## src/rtl/sprite_layer_arbiter.sv

```systemverilog
// Sprite layer arbiter: shadowed sprite registers, fixed-priority hit test, shared ROM fetch.
// Optional sprite 0/1 collision flag built when COLLISION_DETECT_EN is defined.
module sprite_layer_arbiter #(
  parameter int N_SPR  = 4,
  parameter int SPR_W  = 11,
  parameter int SPR_H  = 22,
  parameter int ADDR_W = 10
) (
  input  logic                       vga_clk,
  input  logic                       Reset,
  input  logic [9:0]                 DrawX,
  input  logic [9:0]                 DrawY,
  input  logic                       frame_start,
  input  logic [N_SPR*10-1:0]        spr_x,
  input  logic [N_SPR*10-1:0]        spr_y,
  input  logic [N_SPR-1:0]           spr_en,
  input  logic [N_SPR*ADDR_W-1:0]    spr_base,
  output logic [ADDR_W-1:0]          rom_addr,
  input  logic [3:0]                 rom_q,
  output logic [3:0]                 pix_idx,
  output logic                       pix_valid,
  output logic [$clog2(N_SPR)-1:0]   pix_owner,
  output logic                       collision
);

  localparam int OW = $clog2(N_SPR);

  typedef enum logic {IDLE, ACTIVE} state_t;

  state_t                  state_q, state_d;
  logic [N_SPR*10-1:0]     sx_q, sx_d;
  logic [N_SPR*10-1:0]     sy_q, sy_d;
  logic [N_SPR-1:0]        sen_q, sen_d;
  logic [N_SPR*ADDR_W-1:0] sb_q, sb_d;

  logic [N_SPR-1:0]        hit;
  logic                    any_hit;
  logic [OW-1:0]           win;
  logic [9:0]              wx, wy, dx, dy;
  logic [ADDR_W-1:0]       wb, addr_calc;
  logic                    active;

  logic [ADDR_W-1:0]       addr_q, addr_d;
  logic                    v1_q, v1_d, v2_q, v2_d;
  logic [OW-1:0]           o1_q, o1_d, o2_q, o2_d;
  logic                    pv_q, pv_d;
  logic [3:0]              idx_q, idx_d;
  logic [OW-1:0]           own_q, own_d;

  assign active = (state_q == ACTIVE);

  // Bounds compared at 11 bits so a sprite near column 1023 never wraps.
  always_comb begin
    hit = '0;
    for (int i = 0; i < N_SPR; i++) begin
      hit[i] = sen_q[i]
        && ({1'b0, DrawX} >= 11'(sx_q[10*i +: 10]))
        && ({1'b0, DrawX} <  11'(sx_q[10*i +: 10]) + 11'(SPR_W))
        && ({1'b0, DrawY} >= 11'(sy_q[10*i +: 10]))
        && ({1'b0, DrawY} <  11'(sy_q[10*i +: 10]) + 11'(SPR_H));
    end
  end

  always_comb begin
    win     = '0;
    any_hit = 1'b0;
    for (int i = N_SPR - 1; i >= 0; i--) begin
      if (hit[i]) begin
        win     = OW'(i);
        any_hit = 1'b1;
      end
    end
  end

  always_comb begin
    wx = sx_q[10*win +: 10];
    wy = sy_q[10*win +: 10];
    wb = sb_q[ADDR_W*win +: ADDR_W];
    dx = DrawX - wx;
    dy = DrawY - wy;
    addr_calc = wb + ADDR_W'(32'(dy) * SPR_W) + ADDR_W'(dx);
  end

  always_comb begin
    state_d = state_q;
    sx_d    = sx_q;
    sy_d    = sy_q;
    sen_d   = sen_q;
    sb_d    = sb_q;
    if (frame_start) begin
      state_d = ACTIVE;
      sx_d    = spr_x;
      sy_d    = spr_y;
      sen_d   = spr_en;
      sb_d    = spr_base;
    end
    addr_d = any_hit ? addr_calc : addr_q;
    v1_d   = any_hit && active;
    o1_d   = win;
    v2_d   = v1_q;
    o2_d   = o1_q;
    // Palette index 0 is transparent; lower-priority sprites are not retried.
    pv_d   = v2_q && (rom_q != 4'd0);
    idx_d  = pv_d ? rom_q : 4'd0;
    own_d  = pv_d ? o2_q : '0;
  end

  always_ff @(posedge vga_clk) begin
    if (Reset) begin
      state_q <= IDLE;
      sx_q    <= '0;
      sy_q    <= '0;
      sen_q   <= '0;
      sb_q    <= '0;
      addr_q  <= '0;
      v1_q    <= 1'b0;
      o1_q    <= '0;
      v2_q    <= 1'b0;
      o2_q    <= '0;
      pv_q    <= 1'b0;
      idx_q   <= '0;
      own_q   <= '0;
    end else begin
      state_q <= state_d;
      sx_q    <= sx_d;
      sy_q    <= sy_d;
      sen_q   <= sen_d;
      sb_q    <= sb_d;
      addr_q  <= addr_d;
      v1_q    <= v1_d;
      o1_q    <= o1_d;
      v2_q    <= v2_d;
      o2_q    <= o2_d;
      pv_q    <= pv_d;
      idx_q   <= idx_d;
      own_q   <= own_d;
    end
  end

  assign rom_addr  = addr_q;
  assign pix_valid = pv_q;
  assign pix_idx   = idx_q;
  assign pix_owner = own_q;

`ifdef COLLISION_DETECT_EN
  logic both;
  logic acc_q, acc_d;
  logic coll_q, coll_d;

  assign both = hit[0] && hit[1] && active;

  // An overlap in the frame_start cycle belongs to the new frame.
  always_comb begin
    acc_d  = acc_q | both;
    coll_d = coll_q;
    if (frame_start) begin
      coll_d = acc_q;
      acc_d  = both;
    end
  end

  always_ff @(posedge vga_clk) begin
    if (Reset) begin
      acc_q  <= 1'b0;
      coll_q <= 1'b0;
    end else begin
      acc_q  <= acc_d;
      coll_q <= coll_d;
    end
  end

  assign collision = coll_q;
`else
  assign collision = 1'b0;
`endif

endmodule

```

## config.mk

```make
export PLATFORM = sky130hd
export DESIGN_NAME = sprite_layer_arbiter
export DESIGN_NICKNAME = d
export VERILOG_FILES = /design/src/rtl/sprite_layer_arbiter.sv
export SDC_FILE = /design/constraint.sdc
export NUM_CORES = 1
export LEC_CHECK = 0
export ABC_CLOCK_PERIOD_IN_PS = 18300
export CAP_MARGIN = 10
export CORE_MARGIN = 4
export CORE_UTILIZATION = 55
export CTS_CLUSTER_SIZE = 25
export DETAILED_ROUTE_END_ITERATION = 8
export PLACE_DENSITY = 0.76
export SLEW_MARGIN = 0
export SYNTH_ARGS = -nofsm -noshare
export SYNTH_HDL_FRONTEND = slang
export SYNTH_SLANG_ARGS = --single-unit
```

## constraint.sdc

```tcl
create_clock -name vga_clk -period 18.3 [get_ports vga_clk]
set_input_delay 3.66 -clock vga_clk [delete_from_list [all_inputs] [get_ports vga_clk]]
set_output_delay 3.66 -clock vga_clk [all_outputs]
set_load 0.1 [all_outputs]
```

==> results of run 1 <==
[flip-flops by register name, summed over array words and instances (netlist names)]
signal     count
active         1
o1_q           2
o2_q           2
pix_idx        4
pix_owner      2
pix_valid      1
rom_addr      10
sb_q          40
sen_q          4
sx_q          40
sy_q          40
v1_q           1
v2_q           1
[stage by stage]
step	setup slack, ps	cells	total power [mW]	utilization (%)
after floorplan	6620	1416	1.04	-
after global placement	5100	1819	1.22	64.8
after detailed placement	4780	1819	1.25	64.8
after CTS	5200	1851	1.61	67.5
after global routing	4500	1851	1.75	67.5
final	5110	1851	1.60	67.5
[how the worst max path moves through the flow]
| stage | slack, ps | from | end |
|---|---|---|---|
| 2_1_floorplan | 6620 | DrawX[6] | rom_addr[9]$_SDFFE_PP0N_ |
| 3_3_place_gp | 5100 | DrawY[1] | rom_addr[9]$_SDFFE_PP0N_ |
| 3_5_place_dp | 4780 | DrawY[1] | rom_addr[9]$_SDFFE_PP0N_ |
| 4_1_cts | 5200 | DrawY[1] | rom_addr[9]$_SDFFE_PP0N_ |
| 5_1_grt | 4500 | DrawY[1] | rom_addr[9]$_SDFFE_PP0N_ |
| 6_report | 5110 | DrawY[1] | rom_addr[9]$_SDFFE_PP0N_ |
[routing by layer]
metal	vias to the layer above	routed length [um]
li1	5196	-
met1	4912	14600
met2	279	15100
met3	67	1750
met4	0	1060
met5	-	0
[area by class of cell]
class | instances | area (um^2)
Inverter | 139 | 522
Fill cell | 1816 | 7110
Timing Repair Buffer | 173 | 1720
Clock buffer | 18 | 439
Clock inverter | 14 | 161
Multi-Input combinational cell | 1079 | 8630
Sequential cell | 148 | 2960
Tap cell | 280 | 350
[report_power, final]
group          switching (mW)  leakage, nW  internal, mW  total [mW]
Sequential             0.0203         1.22         0.343       0.364
Combinational           0.477         4.90         0.401       0.878
Clock                   0.166        0.288         0.198       0.363
Total                   0.663         6.40         0.942        1.60
[kinds of logic after synthesis]
family | share of synthesized area (%)
xor+xnor | 5.59
simple gates | 13.5
mux | 11.9
other cells | 0.0305
compound gates | 14.3
buf+inv | 5.97
flops | 24.1
fa+ha+maj | 24.6
[placed cells by master, fill, tap and decap left out, drive strengths merged, types with 18 or more instances in the layout]
cell           netlist  final
a211oi              19     19
a21oi               55     55
clkbuf              28     18
clkdlybuf4s50        0    165
dfxtp              148    148
fa                  31     31
ha                 193    193
inv                139    146
mux2i              138    138
nand2               76     76
nor2               175    175
nor3                24     24
o211ai              30     30
o21a                19     19
o21ai               76     76
xnor2               61     61
==> results.cfg, run 1 <==
[outcome]
run_status = completed

[setup_path]
critPathSlowestCell = a21oi_4
crit_arrival_ps = 13570
critical_path_cell_count = 36
worstReg2RegEnd = rom_addr[9]$_SDFFE_PP0N_
cpLargestDelayFamily = compound AO/OA/AOI/OAI gates
start_to_end_type_of_the_worst_setup_path = in2reg
cp_endpoint_kind = register
ff2ff_path_depth = 40
critical_path_buf_inv_count = 5
timing.critical_path.slowest_cell_delay_ps = 810
worst_setup_path_start_kind = input pin
reg2reg_from = sy_q[21]$_SDFFE_PP0P_
critical_path_peak_fanout = 41
required_ps = 18670
crit_path_frequent_cell = fa_1
ff2ff_setup_slack_ps = 7740

[global_route]
largest_net_degree_at_the_start_of_global_routing = 92
met1_usage_pct = 34.1
gr_layer_usage_met2_pct = 43.8
use_met3_pct = 4.18
grt_usage_pct = 26.2
first_global_vias = 10300
grt_most_used_layer = met2
initial_antenna_violation_count = 0
grt_first_pass_wirelength_um = 52100
grt_overflow_total = 0

[cts]
inserted_clock_buffers = 17
ctsResizeCount = 0
cts_max_level = 4
post_cts_hold_buffer_count = 0
numClockSinks = 148
clkTransAtPathRegs_ps = 80
clock_root_buffer = clkbuf_16
clock_insertion_delay_worst_skew_ps = 440
cts_tree = done
clock_tree.buffer_depth = 2
cts_post_setup_buffers_inserted = 0

[detailed_routing]
drt_wl_total_um = 32600
drt_first_pass_iters = 5
vias = 10500
detail_route.drc_violations = 0
postRouteAntennaNets = 0
drt_iter0_drc = 579
wl_per_cell_um = 17.6
vias_per_cell = 5.65

[timing]
min_period_over_period_pct = 72.1
max_slew_violations = 0
finalClockSkew_ps = 12.4
slew-limit-headroom_pct = 30.3
unrepaired_setup_endpoints_after_global_routing = no
tns_ps = 0
finalCriticalPeriod_ps = 13190
report.final.setup_viol = 0
tightest_slew_ps = 1040
achievable-frequency_mhz = 75.8
timing_hold_violations_final = 0
final.hold.worst_slack_ps = 434

[floorplanning]
core_um2 = 21900
io-pin-count = 169
row_count = 54
die-area_um2 = 24800
initial_core_util_pct = 56.3
die-height_um = 158
chipWidth_um = 158

[synth]
number_of_enable_flip_flop_cells_after_synthesis = 0
yosys.cell_count.top_type = ha_1
netlist_top_cells_area = dfxtp_1 (24%), ha_1 (20%), mux2i_1 (11%), nor2_1 (5.3%), fa_1 (5.0%)
synth_seq_area_share_pct = 24.1
ys_seq_elements = 148
synth_top_flop_cell = dfxtp_1
synthesis.area_per_instance_um2 = 8.70
yosys-top-cells-count = ha_1 (193), nor2_1 (175), dfxtp_1 (148), mux2i_1 (138), inv_1 (137)
netlist.area_leader.share_pct = 24.1
synth.distinct_cells = 77
synth_nets = 1791
asyncSetResetFlopFracSynth_pct = 0
synthesis.area_um2 = 12300
synthDominantAreaCellType = dfxtp_1
synthesis.yosys.warnings = 0
post_synth_inst_count = 1416

[layout]
nNetsFinal = 1933
num_antenna_cells = 0
final_layout_size_suffix_gt1_share_pct = 4.26
areaGrowthSynthToFinish_pct = 20.0
final_area_um2 = 14800

[placed_design]
placed_cell_area_um2 = 14200
detailed_place_hpwl_um = 25100
gp_congestion = 0.959
io_buffers = 167

[power]
power.density_cell_area_nw_per_um2 = 109
irDropWorstVdd_mv = 0.140
power_leakage_nw = 6.40

[min_path]
hold_class = reg2reg
min_delay_worst_endpoint = pix_owner[0]$_SDFF_PP0_
hp-start = o2_q[0]$_SDFF_PP0_
min_path_cells = 1

[flow_run]
max_cap_violations = 0
Power figures use the tool's default switching activity.
==> run 2, diff against run 1 <==
- ABC_CLOCK_PERIOD_IN_PS: 18300 -> 11100
- CORE_UTILIZATION: 55 -> 51
- PLACE_DENSITY: 0.76 -> 0.74
- clock period: 18.3 -> 11.1 ns (I/O delays scaled with it)
==> results.cfg, run 2 (synthesis gave the netlist of run 1 again) <==
[outcome]
run_status = completed

[global_route]
initial_antenna_violation_count = 0
largest_net_degree_at_the_start_of_global_routing = 96
grt_first_pass_wirelength_um = 54700
grt_usage_pct = 25.5
grt_overflow_total = 0
first_global_vias = 10800

[min_path]
hold_class = reg2reg

[flow_run]
max_cap_violations = 0

[setup_path]
start_to_end_type_of_the_worst_setup_path = in2reg
critPathSlowestCell = or4b_1
worst_setup_path_start_kind = input pin
required_ps = 11460
timing.critical_path.slowest_cell_delay_ps = 570
cp_endpoint_kind = register
critical_path_peak_fanout = 16
crit_path_frequent_cell = inv_1
crit_arrival_ps = 11000
ff2ff_setup_slack_ps = 1430

[layout]
final_layout_size_suffix_gt1_share_pct = 6.83
nNetsFinal = 1972
regArea_um2 = 2960
n_fill_cell = 2027
registers_with_the_most_flip_flops = sb_q: 40 flops, sx_q: 40 flops, sy_q: 40 flops
multi_input_comb_area_um2 = 8650
most_common_library_cell_in_the_layout_ignoring_fill_and_taps = ha_1
final_cell_count_no_fill = 1929
areaGrowthSynthToFinish_pct = 23.0
commonest_cells_after_routing_fill_and_taps_aside = ha_1 (193), nor2_1 (174), clkdlybuf4s50_1 (164)
num_antenna_cells = 0

[placed_design]
numPlacedInstances = 1896
gp_congestion = 0.938
detailed_place_hpwl_um = 27300
pre_cts_slack_ps = -164
io_buffers = 167

[timing]
finalCriticalPeriod_ps = 10630
report.final.setup_viol = 0
postLayoutSetupSlackWorst_ps = 469
tightest_slew_ps = 1020
achievable-frequency_mhz = 94.1
min_period_over_period_pct = 95.8
tns_ps = 0
max_slew_violations = 0
finalClockSkew_ps = 8.59
timing_hold_violations_final = 0
slew-limit-headroom_pct = 32.0

[cts]
cts_max_level = 4
clkTransAtPathRegs_ps = 70
inserted_clock_buffers = 17
numClockSinks = 148
clock_tree.buffer_depth = 2
post_cts_hold_buffer_count = 0
clock_insertion_delay_worst_skew_ps = 430
clock_root_buffer = clkbuf_16
cts_tree = done

[power]
power.density_cell_area_nw_per_um2 = 179
irDropWorstVdd_mv = 0.248
totalPowerFinal_mw = 2.71
power_leakage_nw = 6.60

[detailed_routing]
vias_per_cell = 5.56
drt_iter0_drc = 644
wl_per_cell_um = 17.8
drt_wl_total_um = 34400
postRouteAntennaNets = 0
drt_first_pass_iters = 5
vias = 10700
detail_route.drc_violations = 0

[floorplanning]
row_count = 56
initial_core_util_pct = 52.2
die-height_um = 163
chipWidth_um = 163
die-area_um2 = 26700
core_um2 = 23600
io-pin-count = 169
run 2: cell count changes in the layout (fill, tap and decap cells not counted), sizes merged:
cell / delta
buf: +39
clkdlybuf4s50: -1
clkinvlp: +1
dlymetal6s2s: +1
inv: -1
run 2: where the power goes:
part | switching, mW | internal (mW)
clock | 0.263 | 0.315
sequential | 0.0344 | 0.566
combinational | 0.812 | 0.719
total | 1.11 | 1.60
run 2: layout make-up:
class,count,share of cell area [%]
tap,319,2.64
timing repair buffer,212,13.4
sequential,148,19.6
inverter,139,3.45
clock inverter,14,0.934
multi-input combinational,1079,57.1
clock buffer,18,2.83
run 2: metrics by stage:
step	utilization (%)	hold slack [ps]	cell area, um^2
after floorplan	-	406	12300
final	64.1	432	15100
after detailed placement	61.6	422	14500
after global routing	64.1	451	15100
after CTS	64.0	433	15100
after global placement	61.6	421	14500
run 2: what timing repair did:
action	in CTS	in global routing
buffers inserted	0	1
endpoints found under the setup margin	0	1
resized for setup	0	10
run 2: worst max-delay path, delay by kind of cell:
| kind | cells | cell delay, ps |
|---|---|---|
| buffers and inverters | 7 | 1150 |
| AO/OA/AOI/OAI | 14 | 2480 |
| AND/OR/NAND/NOR | 7 | 1500 |
| adder cells (fa/ha/maj) | 7 | 2950 |
| XOR/XNOR | 3 | 670 |
run 2: final timing paths:
kind / depth (start not counted) / start / end
setup / recovery: 38 / DrawX[0] / rom_addr[9]$_SDFFE_PP0N_
hold / removal: 1 / o1_q[0]$_SDFF_PP0_ / o2_q[0]$_SDFF_PP0_
setup reg to reg: 42 / sy_q[21]$_SDFFE_PP0P_ / rom_addr[9]$_SDFFE_PP0N_
hold reg to reg: 1 / o1_q[0]$_SDFF_PP0_ / o2_q[0]$_SDFF_PP0_
run 2: per-layer routing:
metal  share of wire [%]  up-vias  GRT usage [%]
met4                 3.3        0           9.91
met1                  45     5077           32.9
met3                 5.1       76           3.84
li1                    -     5279              -
met5                   0        -              0
met2                  47      285           43.1
==> run 3, diff against run 2 <==
- CORE_MARGIN: 4 -> not set
- GPL_ROUTABILITY_DRIVEN: not set -> 0
- TNS_END_PERCENT: not set -> 50
==> results.cfg, run 3 (synthesis gave the netlist of run 1 again) <==
[outcome]
run_status = completed

[cts]
cts_max_level = 4
cts_tree = done
cts_post_setup_buffers_inserted = 0
numClockSinks = 148
clock_root_buffer = clkbuf_16
inserted_clock_buffers = 17
clock_tree.buffer_depth = 2
clock_insertion_delay_worst_skew_ps = 440
clkTransAtPathRegs_ps = 70

[layout]
areaGrowthSynthToFinish_pct = 22.6
registers_with_the_most_flip_flops = sb_q: 40 flops, sx_q: 40 flops, sy_q: 40 flops
finalCoreUtilization_pct = 64.1
nNetsFinal = 1970
final_layout_size_suffix_gt1_share_pct = 6.53
commonest_cells_after_routing_fill_and_taps_aside = ha_1 (193), nor2_1 (175), clkdlybuf4s50_1 (164)
num_antenna_cells = 0
most_common_library_cell_in_the_layout_ignoring_fill_and_taps = ha_1
final_cell_count_no_fill = 1927
final_area_um2 = 15100

[placed_design]
detailed_place_hpwl_um = 26100
placed_cell_area_um2 = 14500
io_buffers = 167
numPlacedInstances = 1895
pre_cts_slack_ps = 47.7

[power]
internal_power_mw = 1.57
power.density_cell_area_nw_per_um2 = 177
switch_share_pct = 41.2
power.sequential.fraction_pct = 22.4
clockPowerShare_pct = 21.3
net-switching-power_mw = 1.10
power_leakage_nw = 6.58
totalPowerFinal_mw = 2.68
combPwrFrac_pct = 56.3
irDropWorstVdd_mv = 0.251

[detailed_routing]
drt_iter0_drc = 759
wl_per_cell_um = 17.3
drt_first_pass_iters = 5
vias_per_cell = 5.58
vias = 10800
detail_route.drc_violations = 0
drt_wl_total_um = 33300
postRouteAntennaNets = 0

[min_path]
hp-start = o2_q[0]$_SDFF_PP0_
min_delay_worst_endpoint = pix_owner[0]$_SDFF_PP0_
hold_class = reg2reg
min_path_cells = 1

[floorplanning]
die-height_um = 157
core_um2 = 23500
chipWidth_um = 157
row_count = 56
io-pin-count = 169
die-area_um2 = 24800
initial_core_util_pct = 52.3

[setup_path]
required_ps = 11470
cpLargestDelayFamily = compound AO/OA/AOI/OAI gates
crit_arrival_ps = 10990
reg2reg_from = sy_q[21]$_SDFFE_PP0P_
start_to_end_type_of_the_worst_setup_path = in2reg
critical_path_buf_inv_count = 8
ff2ff_path_depth = 40
critPathSlowestCell = or4b_1
ff2ff_setup_slack_ps = 1370
timing.critical_path.slowest_cell_delay_ps = 550
worst_setup_path_start_kind = input pin
worstReg2RegEnd = rom_addr[9]$_SDFFE_PP0N_
critical_path_peak_fanout = 6
cp_endpoint_kind = register

[flow_run]
max_cap_violations = 0

[timing]
slew-limit-headroom_pct = 30.7
final.hold.worst_slack_ps = 429
unrepaired_setup_endpoints_after_global_routing = no
min_period_over_period_pct = 95.6
report.final.setup_viol = 0
max_slew_violations = 0
tightest_slew_ps = 1040
finalClockSkew_ps = 8.58
tns_ps = 0
finalCriticalPeriod_ps = 10620
achievable-frequency_mhz = 94.2
postLayoutSetupSlackWorst_ps = 484
timing_hold_violations_final = 0

[global_route]
grt_usage_pct = 27.8
initial_antenna_violation_count = 0
grt_overflow_total = 0
first_global_vias = 10500
largest_net_degree_at_the_start_of_global_routing = 89
grt_first_pass_wirelength_um = 53400
==> run 3: worst max-delay path by stage <==
stage	from	end	slack [ps]	cells after the start
after floorplan	DrawX[6]	rom_addr[9]$_SDFFE_PP0N_	860	39
after global placement	DrawY[7]	rom_addr[9]$_SDFFE_PP0N_	270	36
after detailed placement	DrawY[5]	rom_addr[9]$_SDFFE_PP0N_	50	36
after CTS	DrawY[5]	rom_addr[9]$_SDFFE_PP0N_	470	36
after global routing	DrawX[0]	rom_addr[9]$_SDFFE_PP0N_	1	39
final	DrawX[0]	rom_addr[9]$_SDFFE_PP0N_	480	38
==> run 3: power groups by stage <==
stage                     clock network (mW)  registers, mW  logic [mW]
after global routing                   0.605          0.603        1.68
after detailed placement                   0          0.610        1.50
after CTS                              0.579          0.598        1.51
after floorplan                            0          0.651        1.06
final                                  0.570          0.599        1.51
after global placement                     0          0.609        1.43
==> run 3: layer usage <==
layer | vias to the layer above | part of all wire [%] | track usage, %
li1 | 5278 | - | -
met1 | 5021 | 45 | 36.0
met2 | 377 | 46 | 45.9
met3 | 78 | 6.3 | 4.93
met4 | 0 | 3.2 | 10.4
met5 | - | 0 | 0
==> run 3: repair_timing <==
item	4_1_cts	5_1_grt
hold buffers	0	0
setup endpoints to repair	0	1
gates resized for setup	0	4
==> run 3: layout make-up <==
type                    instances  area, um^2
flip-flops and latches        148        2960
inverters                     139         522
fillers                      2015        8440
repair buffers                210        2010
well taps                     319         399
clock buffers                  18         429
clock inverters                14         138
multi-input cells            1079        8640
